## src/rtl/mem_arbiter_pkg.sv

```systemverilog
// ---------------------------------------------------------------------------
// mem_arbiter_pkg
// Shared definitions for the two-requester memory arbiter:
//   state_t     - 2-bit FSM state encoding (IDLE, ISSUE, WAIT_RD, WAIT_WR)
//   REQ_I/REQ_D - requester index constants (instruction side, data side)
//   req_onehot  - converts a requester index into a 2-bit per-requester mask
// ---------------------------------------------------------------------------
package mem_arbiter_pkg;

    typedef enum logic [1:0] {
        ST_IDLE    = 2'd0,
        ST_ISSUE   = 2'd1,
        ST_WAIT_RD = 2'd2,
        ST_WAIT_WR = 2'd3
    } state_t;

    localparam int REQ_I = 0;
    localparam int REQ_D = 1;

    function automatic logic [1:0] req_onehot(input logic idx);
        return idx ? 2'b10 : 2'b01;
    endfunction

endpackage

```

## src/rtl/mem_arbiter_rr_arbiter2.sv

```systemverilog
// ---------------------------------------------------------------------------
// rr_arbiter2
// Combinational two-way round-robin selector.
// Ports:
//   req  [1:0] in  - per-requester request bits
//   last       in  - index of the requester served most recently
//   gnt        out - index of the selected requester (valid when any=1)
//   any        out - at least one request is present
// ---------------------------------------------------------------------------
module rr_arbiter2
    import mem_arbiter_pkg::*;
(
    input  logic [1:0] req,
    input  logic       last,
    output logic       gnt,
    output logic       any
);

    always_comb begin
        any = |req;
        gnt = 1'b0;
        if (req == 2'b11) begin
            // Tie: the requester that was not served last takes its turn.
            gnt = ~last;
        end else begin
            // Single requester (or none): point at whichever bit is set.
            gnt = req[REQ_D];
        end
    end

endmodule

```

## src/rtl/mem_arbiter.sv

```systemverilog
// ---------------------------------------------------------------------------
// mem_arbiter
// Shares one line-wide memory port (DataMemory handshake) between an
// instruction-side requester (index 0) and a data-side requester (index 1).
// One memory transaction is outstanding at a time; ties are broken
// round-robin, with requester 0 winning the first tie after reset.
//
// Ports:
//   clk, reset            - clock, synchronous active-high reset
//   req_valid[1:0]        - per-requester request
//   req_addr0/1 [31:0]    - line address per requester
//   req_read/req_write    - per-requester operation (read wins if both set)
//   req_din0/1 [W-1:0]    - write line data per requester
//   req_ready[1:0]        - one-cycle accept pulse to the granted requester
//   resp_valid[1:0]       - one-cycle completion pulse per requester
//   resp_dout [W-1:0]     - read data, zero unless resp_valid is asserted
//   mem_input_valid       - one-cycle command strobe towards memory
//   mem_read/mem_write    - command type (zero when no command)
//   mem_addr/mem_din      - command fields (zero when no command)
//   mem_ready             - memory can accept / write has finished
//   mem_output_valid      - read data strobe from memory
//   mem_dout [W-1:0]      - read data from memory
// ---------------------------------------------------------------------------
module mem_arbiter
    import mem_arbiter_pkg::*;
#(
    parameter  int LINE_SIZE = 16,
    localparam int W         = LINE_SIZE * 8
) (
    input  logic         clk,
    input  logic         reset,

    input  logic [1:0]   req_valid,
    input  logic [31:0]  req_addr0,
    input  logic [31:0]  req_addr1,
    input  logic [1:0]   req_read,
    input  logic [1:0]   req_write,
    input  logic [W-1:0] req_din0,
    input  logic [W-1:0] req_din1,
    output logic [1:0]   req_ready,
    output logic [1:0]   resp_valid,
    output logic [W-1:0] resp_dout,

    output logic         mem_input_valid,
    output logic         mem_read,
    output logic         mem_write,
    output logic [31:0]  mem_addr,
    output logic [W-1:0] mem_din,
    input  logic         mem_ready,
    input  logic         mem_output_valid,
    input  logic [W-1:0] mem_dout
);

    state_t       state_q, state_d;
    logic         last_grant_q, last_grant_d;
    logic         winner_q, winner_d;
    logic [31:0]  addr_q, addr_d;
    logic         rd_q, rd_d;
    logic [W-1:0] din_q, din_d;

    logic         arb_gnt;
    logic         arb_any;

    rr_arbiter2 u_rr (
        .req  (req_valid),
        .last (last_grant_q),
        .gnt  (arb_gnt),
        .any  (arb_any)
    );

    always_comb begin
        state_d         = state_q;
        last_grant_d    = last_grant_q;
        winner_d        = winner_q;
        addr_d          = addr_q;
        rd_d            = rd_q;
        din_d           = din_q;

        req_ready       = 2'b00;
        resp_valid      = 2'b00;
        resp_dout       = '0;
        mem_input_valid = 1'b0;
        mem_read        = 1'b0;
        mem_write       = 1'b0;
        mem_addr        = '0;
        mem_din         = '0;

        case (state_q)
            ST_IDLE: begin
                // Requests are sampled only while memory is ready, so a
                // requester that drops req_valid before this point simply
                // withdraws without ever reaching memory.
                if (mem_ready && arb_any) begin
                    winner_d = arb_gnt;
                    addr_d   = arb_gnt ? req_addr1 : req_addr0;
                    din_d    = arb_gnt ? req_din1  : req_din0;
                    // Read takes precedence when both op bits are set;
                    // anything without the read bit is handled as a write.
                    rd_d     = req_read[arb_gnt];
                    state_d  = ST_ISSUE;
                end
            end

            ST_ISSUE: begin
                mem_input_valid = 1'b1;
                mem_read        = rd_q;
                mem_write       = ~rd_q;
                mem_addr        = addr_q;
                mem_din         = din_q;
                req_ready       = req_onehot(winner_q);
                state_d         = rd_q ? ST_WAIT_RD : ST_WAIT_WR;
            end

            ST_WAIT_RD: begin
                if (mem_output_valid) begin
                    resp_valid   = req_onehot(winner_q);
                    resp_dout    = mem_dout;
                    last_grant_d = winner_q;
                    state_d      = ST_IDLE;
                end
            end

            ST_WAIT_WR: begin
                // This state is entered the cycle after issue, so the first
                // mem_ready seen here is the write-completion indication.
                if (mem_ready) begin
                    resp_valid   = req_onehot(winner_q);
                    last_grant_d = winner_q;
                    state_d      = ST_IDLE;
                end
            end

            default: begin
                state_d = ST_IDLE;
            end
        endcase
    end

    always_ff @(posedge clk) begin
        if (reset) begin
            state_q      <= ST_IDLE;
            last_grant_q <= 1'b1;
            winner_q     <= 1'b0;
            addr_q       <= '0;
            rd_q         <= 1'b0;
            din_q        <= '0;
        end else begin
            state_q      <= state_d;
            last_grant_q <= last_grant_d;
            winner_q     <= winner_d;
            addr_q       <= addr_d;
            rd_q         <= rd_d;
            din_q        <= din_d;
        end
    end

endmodule

```

## config.mk

```make
export PLATFORM = sky130hd
export DESIGN_NAME = mem_arbiter
export DESIGN_NICKNAME = d
export VERILOG_FILES = /design/src/rtl/mem_arbiter_pkg.sv /design/src/rtl/mem_arbiter_rr_arbiter2.sv /design/src/rtl/mem_arbiter.sv
export SDC_FILE = /design/constraint.sdc
export NUM_CORES = 1
export LEC_CHECK = 0
export ABC_CLOCK_PERIOD_IN_PS = 3620
export BUFFER_PORTS_ARGS = -buffer_cell sky130_fd_sc_hd__buf_2
export CAP_MARGIN = 5
export CORE_AREA = 4 4 294 296
export DETAILED_ROUTE_END_ITERATION = 8
export DIE_AREA = 0 0 298 300
export HOLD_SLACK_MARGIN = 0.15
export PLACE_DENSITY = 0.31
export SYNTH_ARGS = -nofsm -noshare
export SYNTH_HDL_FRONTEND = slang
export SYNTH_SLANG_ARGS = --single-unit
```

## constraint.sdc

```tcl
create_clock -name clk -period 3.62 [get_ports clk]
set_input_delay 0.362 -clock clk [delete_from_list [all_inputs] [get_ports clk]]
set_output_delay 0.362 -clock clk [all_outputs]
set_load 0.05 [all_outputs]
```

==> results by group, run 1 <==
Status
  • Status: finished clean

Power
  • Sw Ratio: 0.360
  • Leak pwr: 8.46 nW
  • Switching power: 2.38 mW
  • Internal power: 4.24 mW
  • Combinational share of power: 0.370
  • Clk network pwr share: 0.301
  • Sequential fraction of design power: 0.329
  • Peak VDD IR: approximately 0.35 mV
  • PwrDens: 375 mW/mm^2
  • Power Total: roughly 6.6 mW

STA
  • TNS Setup: 0 ns
  • Worst Skew: ~0.023 ns
  • Final hold slack: 0.258 ns
  • Relative slew margins: 0.338
  • Hold Vio Cnt, Final: 0
  • Slew Viols, Final: 0
  • RSZ-0062 raised after global routing: false
  • Fin crit period: 3.02 ns
  • Number of setup violations in the final report: 0
  • F_max: approximately 330 MHz
  • Period utilization: 0.834
  • Worst-margin pin slew: about 0.99 ns

Floorplanning
  • Die Y: 300 um
  • Rows: ~110
  • CORE AREA: 0.0836 mm^2
  • Initial Util: 0.108
  • Die area: 0.0894 mm^2
  • I/O pins: 753
  • Die extent in x: 298 um

Place
  • Port buffer count: 750
  • Area post-placement: 0.0139 mm^2
  • Placed wire-length estimate: slightly below 60000 um
  • Placer congestion estimate: about 1.1

Cells and area
  • Seq. cell area: roughly 0.0033 mm^2
  • Fin area: between 0.015 and 0.02 mm^2
  • Commonest non-fill, non-tap cells in the layout: buf_2, dlygate4sd3_1, and2_1
  • Commonest non-fill, non-tap cell in the layout: buf_2
  • Layout Nets: 2389
  • Multi-input gate area: 0.00513 mm^2
  • Fillers: 9370
  • Area delta synth->final: 96.4%
  • Share of layout cells above drive strength 1: 0.456

Synthesis
  • #FFs+latches synth: 165
  • Mapped cell area: 0.00900 mm^2
  • Yosys cell types: 27
  • Syn_area_per_cell: roughly 9.6 um^2
  • Syn nets: between 1000 and 1500
  • Area leader, netlist: dfxtp_1
  • Sequential-to-total area share from yosys stat: 0.367
  • Post-Synthesis Cells: between 900 and 1000
  • Synth top area cells: dfxtp_1, and2_1, o2bb2ai_1
  • Warnings, synthesis: 0
  • Synth top area share: 0.367

Critical path
  • Critical path type: register to register
  • Critical path's largest stage delay: 0.61 ns
  • Worst Setup End Kind: register
  • Critical Path Slowest Stage Cell: a211o_4
  • CP Data Required Time: between 3 and 4 ns
  • Critical path fanouts, max: 66
  • Arr. time, crit path: 3.38 ns
  • Worst Setup SP: state_q[1]
  • Startpoint types: register
  • Critical-path cell list: or3b_4, a211o_4, buf_4, o221a_2, dlygate4sd3_1
  • R2R Path Start: state_q[1]

Detailed routing
  • Drt pass-1 iters: 5
  • Antenna-violating nets left: 0
  • WL per Instance: 24.8 um
  • Remaining DRCs: 0
  • Initial drt markers: approximately 520
  • M1 WL: roughly 32000 um
  • Vias: about 12000
  • Wirelength, routed: 75100 um
  • Met2 wire len: around 37000 um
  • Top routing layer used: met5
  • Via-per-instance ratio: 3.95
  • Met3 WL post-DR: ~4800 um

Clock network
  • Worst-case clock buffer depth: 2
  • Num CTS Buffers: 17
  • Clock Root Buffer: clkbuf_16
  • Clk_lat worst skew: 0.49 ns
  • H-tree levels: 4
  • CTS tree: built
  • Clock sink count: roughly 170
  • Post-CTS sizing: 0
  • Clk slew on worst S/H paths: 0.08 ns

Global routing
  • First-pass GRT wire length: about 100000 um
  • Largest net degree at the start of global routing: between 150 and 200
  • Global-route usage over all layers: 0.162
  • Total gr overflow: 0
  • Initial antenna violation count: 46
  • Number of global-route vias before repair: 12500

Min path
  • Hold path startpoint: req_din1[3]
  • Hold Path Class: primary input to register

Run
  • Max cap viols: 0
## logic make-up after synthesis
| kind of cell | after synthesis | share of synthesized area |
|---|---|---|
| AOI/OAI and AO/OA | 329 | 0.359 |
| and+or+nand+nor | 304 | 0.206 |
| DFF | 165 | 0.367 |
| buffers and inverters | 140 | 0.0665 |
| muxes | 1 | 0.00111 |
## power groups by stage
stage	Sequential (mW)	Combinational, mW	Clock [mW]
detailed placement	2.22	1.99	0
global placement	2.21	2.00	0
global route	2.21	2.63	2.14
floorplan	2.18	1.25	0
finish	2.18	2.45	1.99
CTS	2.18	2.47	2.11
## final timing paths
check	cells past startpoint	slack, ns	endpoint
min	2	0.26	din_q[3]
max	5	0.60	din_q[126]
min reg2reg	2	0.54	winner_q
max reg2reg	5	0.60	din_q[126]
## critical path: cells and delay by family (launching register included)
family / cells / cell delay, ns
AND/OR/NAND/NOR: 1 / 0.45
flip-flops: 1 / 0.38
AO/OA/AOI/OAI: 2 / 0.90
buffers and inverters: 2 / 1.00
## repair_timing
item / in CTS / in global routing
endpoints found under the hold margin: 162 / 0
hold buffers: 322 / 0
setup endpoints to repair: 0 / 0
setup buffers: 0 / 0
## synth_stat cells
master / n
o221a_2: 81
nor2_1: 23
a211o_1: 2
dfxtp_1: 165
o22ai_1: 18
buf_2: 4
and2_1: 272
or3b_1: 1
o221a_1: 80
clkbuf_1: 99
nor4bb_1: 1
nor4b_1: 1
o21bai_1: 1
buf_1: 7
nand2_1: 1
inv_1: 19
o2bb2ai_1: 143
o21ai_1: 1
buf_6: 9
o31a_1: 1
clkinv_1: 1
o211a_1: 1
mux2i_1: 1
a21oi_1: 1
inv_2: 1
and3b_1: 2
nand2b_1: 3
## sequential cells by signal, indices dropped and copies added (netlist names)
signal / cells
addr_q: 32
din_q: 128
last_grant_q: 1
rd_q: 1
state_q: 2
winner_q: 1
## routing by layer
metal / track usage / vias to the layer above
met5: 0 / -
met4: 0.0328 / 10
met3: 0.0443 / 104
met2: 0.286 / 495
met1: 0.197 / 5816
li1: - / 5529
## cell type report
type                            count  area share
Clock inverter                      7     0.00552
Inverter                           21     0.00488
Clock buffer                       22      0.0274
Multi-Input combinational cell    634       0.290
Antenna cell                        3    0.000425
Sequential cell                   165       0.187
Tap cell                         1080      0.0764
Timing Repair Buffer             1092       0.408
## stage by stage
stage | util | instances | worst slack [ns]
after floorplan | - | 939 | 1.50
after global placement | 0.166 | 2670 | 1.12
after detailed placement | 0.166 | 2670 | 1.15
after CTS | 0.211 | 3021 | 0.582
after global routing | 0.212 | 3023 | 0.457
final | 0.212 | 3024 | 0.601
Note: power is estimated with default switching activity, not from simulation.
==> inputs of run 2 (changes only) <==
Settings changed: ABC_AREA set to 1, ABC_CLOCK_PERIOD_IN_PS 3620 to 2900, CORE_AREA 4 4 294 296 to 4 4 290 292, DIE_AREA 0 0 298 300 to 0 0 294 296, PLACE_DENSITY 0.31 to 0.34.
Clock period 3.62 ns to 2.9 ns, I/O delays scaled along.
==> run 2 against run 1 <==
Effect of this change: worst hold slack worse by 0.051 ns; power is 35% higher; global-route usage is 1.6 points lower; setup slack worse by 0.35 ns; critical path type is now register to output pin; largest cell class unchanged.
==> results by group, run 2 <==
Status
  • Status: finished clean

Synthesis
  • Top_reg_cell synth: dfxtp_1
  • Sequential-to-total area share from yosys stat: 0.292
  • Mapped cell area: between 0.01 and 0.015 mm^2
  • Syn_area_per_cell: 5.13 um^2
  • Combinational family with the most area after synthesis: simple AND/OR/NAND/NOR gates
  • #FFs+latches synth: 165
  • Post-synth top cells: nor2_1, nand2_1, inv_1
  • Ys async rst share: 0
  • Warnings, synthesis: 0
  • Area leader, netlist: dfxtp_1
  • Most frequent cell after synthesis: nor2_1
  • Simple-gate area share of the yosys netlist: 0.499
  • Yosys cell types: 17
  • Post-synthesis adder-cell area fraction: 0
  • Syn nets: ~2700
  • Synth Area in Compound Gates: 0.00188
  • Synth top area cells: dfxtp_1, nor2_1, nand2_1
  • Post-synthesis mux area share: 0
  • Post-Synthesis Cells: 2207
  • EDFF count, synth: 0
  • XOR/XNOR share of the synthesized area: 0
  • Synth top area share: 0.292

Detailed routing
  • Via-per-instance ratio: 3.61
  • WL per Instance: 15.6 um
  • Wirelength, routed: 66600 um
  • Initial drt markers: 498
  • Vias: 15400
  • Remaining DRCs: 0
  • Drt pass-1 iters: 5
  • Antenna-violating nets left: 0

Clock network
  • Worst-case clock buffer depth: 2
  • Clock Root Buffer: clkbuf_16
  • Clk_lat worst skew: between 0.4 and 0.5 ns
  • # Post-CTS Setup Buffers: 0
  • Num CTS Buffers: 17
  • CTS tree: built
  • H-tree levels: 4
  • Clk slew on worst S/H paths: roughly 0.080 ns
  • Clock sink count: between 150 and 200

Cells and area
  • Seq. cell area: 0.00330 mm^2
  • Top flop regs: din_q x128, addr_q x32, state_q x2
  • Commonest non-fill, non-tap cell in the layout: nor2_1
  • Non-Filler Instances: 4267
  • Fillers: 9626
  • Share of layout cells above drive strength 1: 0.260
  • Layout Nets: 3633
  • Biggest register: din_q
  • Area delta synth->final: 75.8%
  • Multi-input gate area: 0.00570 mm^2
  • Commonest non-fill, non-tap cells in the layout: nor2_1, buf_2, nand2_1
  • Max reg flops: 128

STA
  • Worst Skew: 0.00979 ns
  • Worst-margin pin slew: 0.737 ns
  • Slew Viols, Final: 0
  • Relative slew margins: 0.509
  • RSZ-0062 raised after global routing: false
  • TNS Setup: 0 ns
  • Fin crit period: 2.65 ns
  • Number of setup violations in the final report: 0
  • F_max: 378 MHz
  • Hold Vio Cnt, Final: 0
  • Setup WS post-layout: between 0.2 and 0.3 ns
  • Period utilization: 0.913

Global routing
  • Met3 GRT Util: 0.0402
  • Total gr overflow: 0
  • Largest net degree at the start of global routing: 89
  • Gr busiest metal: met2
  • Initial antenna violation count: 18
  • Global-route usage over all layers: 0.146
  • First-pass GRT wire length: 96300 um
  • Number of global-route vias before repair: about 15000
  • M1 GR Usage: 0.182
  • GR Util met2: 0.254

Critical path
  • CP Data Required Time: 2.61 ns
  • Worst R2R Path Depth: 7
  • Critical path type: register to output pin
  • Critical path's largest stage delay: 0.53 ns
  • Arr. time, crit path: 2.36 ns
  • Critical-path cell list: inv_1, nor2_1, bufinv_8, buf_12, nor2_1, buf_2
  • Critical path fanouts, max: around 90
  • Worst r2r dst: din_q[122]
  • Worst Setup End Kind: output pin
  • Largest delay share family, worst path: buffers and inverters
  • Setup slack, reg-to-reg: ~0.52 ns
  • Critical Path Slowest Stage Cell: dfxtp_1
  • Startpoint types: register
  • R2R Path Start: state_q[0]
  • Buf+Inv Stages, Crit Path: 4
  • Critical path's most frequent cell: nor2_1

Power
  • Internal power: 5.14 mW
  • Clk network pwr share: 0.280
  • PwrDens: 448 mW/mm^2
  • Power Total: 8.92 mW
  • Peak VDD IR: 0.227 mV
  • Switching power: 3.77 mW
  • Sw Ratio: 0.423
  • Combinational share of power: 0.425
  • Leak pwr: 12.3 nW
  • Sequential fraction of design power: 0.295

Place
  • Placed wire-length estimate: 52300 um
  • Placer congestion estimate: 0.912
  • Inst Count DP: 3927
  • Port buffer count: 750
  • Place WS: 0.539 ns

Floorplanning
  • CORE AREA: 0.0816 mm^2
  • Die Y: 296 um
  • I/O pins: approximately 750
  • Die area: slightly below 0.09 mm^2
  • Die extent in x: a little under 300 um
  • Rows: 105
  • Initial Util: 0.139

Min path
  • Hold Path Class: primary input to register
  • Hold Path End: din_q[124]
  • Hold Path Cell Cnt: 5
  • Hold path startpoint: req_din0[124]

Run
  • Max cap viols: 0
==> run 2: changes by cell type in the layout (fill, tap and decap cells not counted), sizes merged, moves of 18 or more <==
cell / before / now
inv: 22 / 463
nor2: 23 / 783
nand3: 0 / 166
o2bb2ai: 143 / 0
o221a: 161 / 0
o22ai: 18 / 0
dlygate4sd3: 322 / 299
buf: 770 / 788
and2: 272 / 0
nand2: 1 / 491
==> run 2: worst max path at each step <==
stage / from / end / slack, ns / depth (start not counted)
4_1_cts: state_q[1] / resp_dout[55] / 0.13 / 7
6_report: state_q[0] / mem_din[40] / 0.25 / 6
2_1_floorplan: state_q[0] / mem_din[100] / 0.24 / 7
3_3_place_gp: state_q[1] / mem_din[84] / 0.55 / 5
5_1_grt: state_q[0] / mem_din[31] / 0.03 / 6
3_5_place_dp: state_q[1] / mem_din[87] / 0.54 / 5
==> run 2: metal layers <==
metal	up-vias	routed length, um
met3	41	4650
met2	462	31800
met5	-	52
li1	8182	-
met4	6	744
met1	6727	29400
==> run 2: cell type report <==
type,instances,area share
tap,1070,0.0673
clock buffer,17,0.0214
clock inverter,15,0.00955
timing repair buffer,1087,0.361
multi-input combinational,1446,0.286
sequential,165,0.166
inverter,458,0.0873
antenna,9,0.00113
==> run 2: tightest hold or removal path, stage by stage <==
cell and delay (ns):
buf_2 0.07, nand2_1 0.05, nand3_1 0.08, nor2_1 0.08
nor2_1 0.08
==> run 2: logic make-up after synthesis <==
group | count (synthesis)
flops | 165
compound gates | 4
simple gates | 1442
buf+inv | 596
==> run 2: what timing repair did <==
action                                  CTS  global route
hold buffers                            299             0
hold endpoints to repair                162             0
endpoints found under the setup margin   19             1
gates resized for setup                   2             1
pin swaps                                 0             1
==> run 2: power groups by stage <==
stage                     logic [mW]  clock network (mW)  registers (mW)
after floorplan                 2.26                   0            2.66
after global placement          3.43                   0            2.68
after detailed placement        3.42                   0            2.68
after CTS                       3.87                2.67            2.63
after global routing            4.22                2.72            2.66
final                           3.79                2.50            2.63
==> run 2: per-stage QoR <==
stage	area, um^2	util	hold slack [ns]
2_1_floorplan	11300	-	0.359
3_3_place_gp	16300	0.199	0.505
3_5_place_dp	16300	0.199	0.506
4_1_cts	19900	0.244	0.152
5_1_grt	19900	0.244	0.194
6_report	19900	0.244	0.207
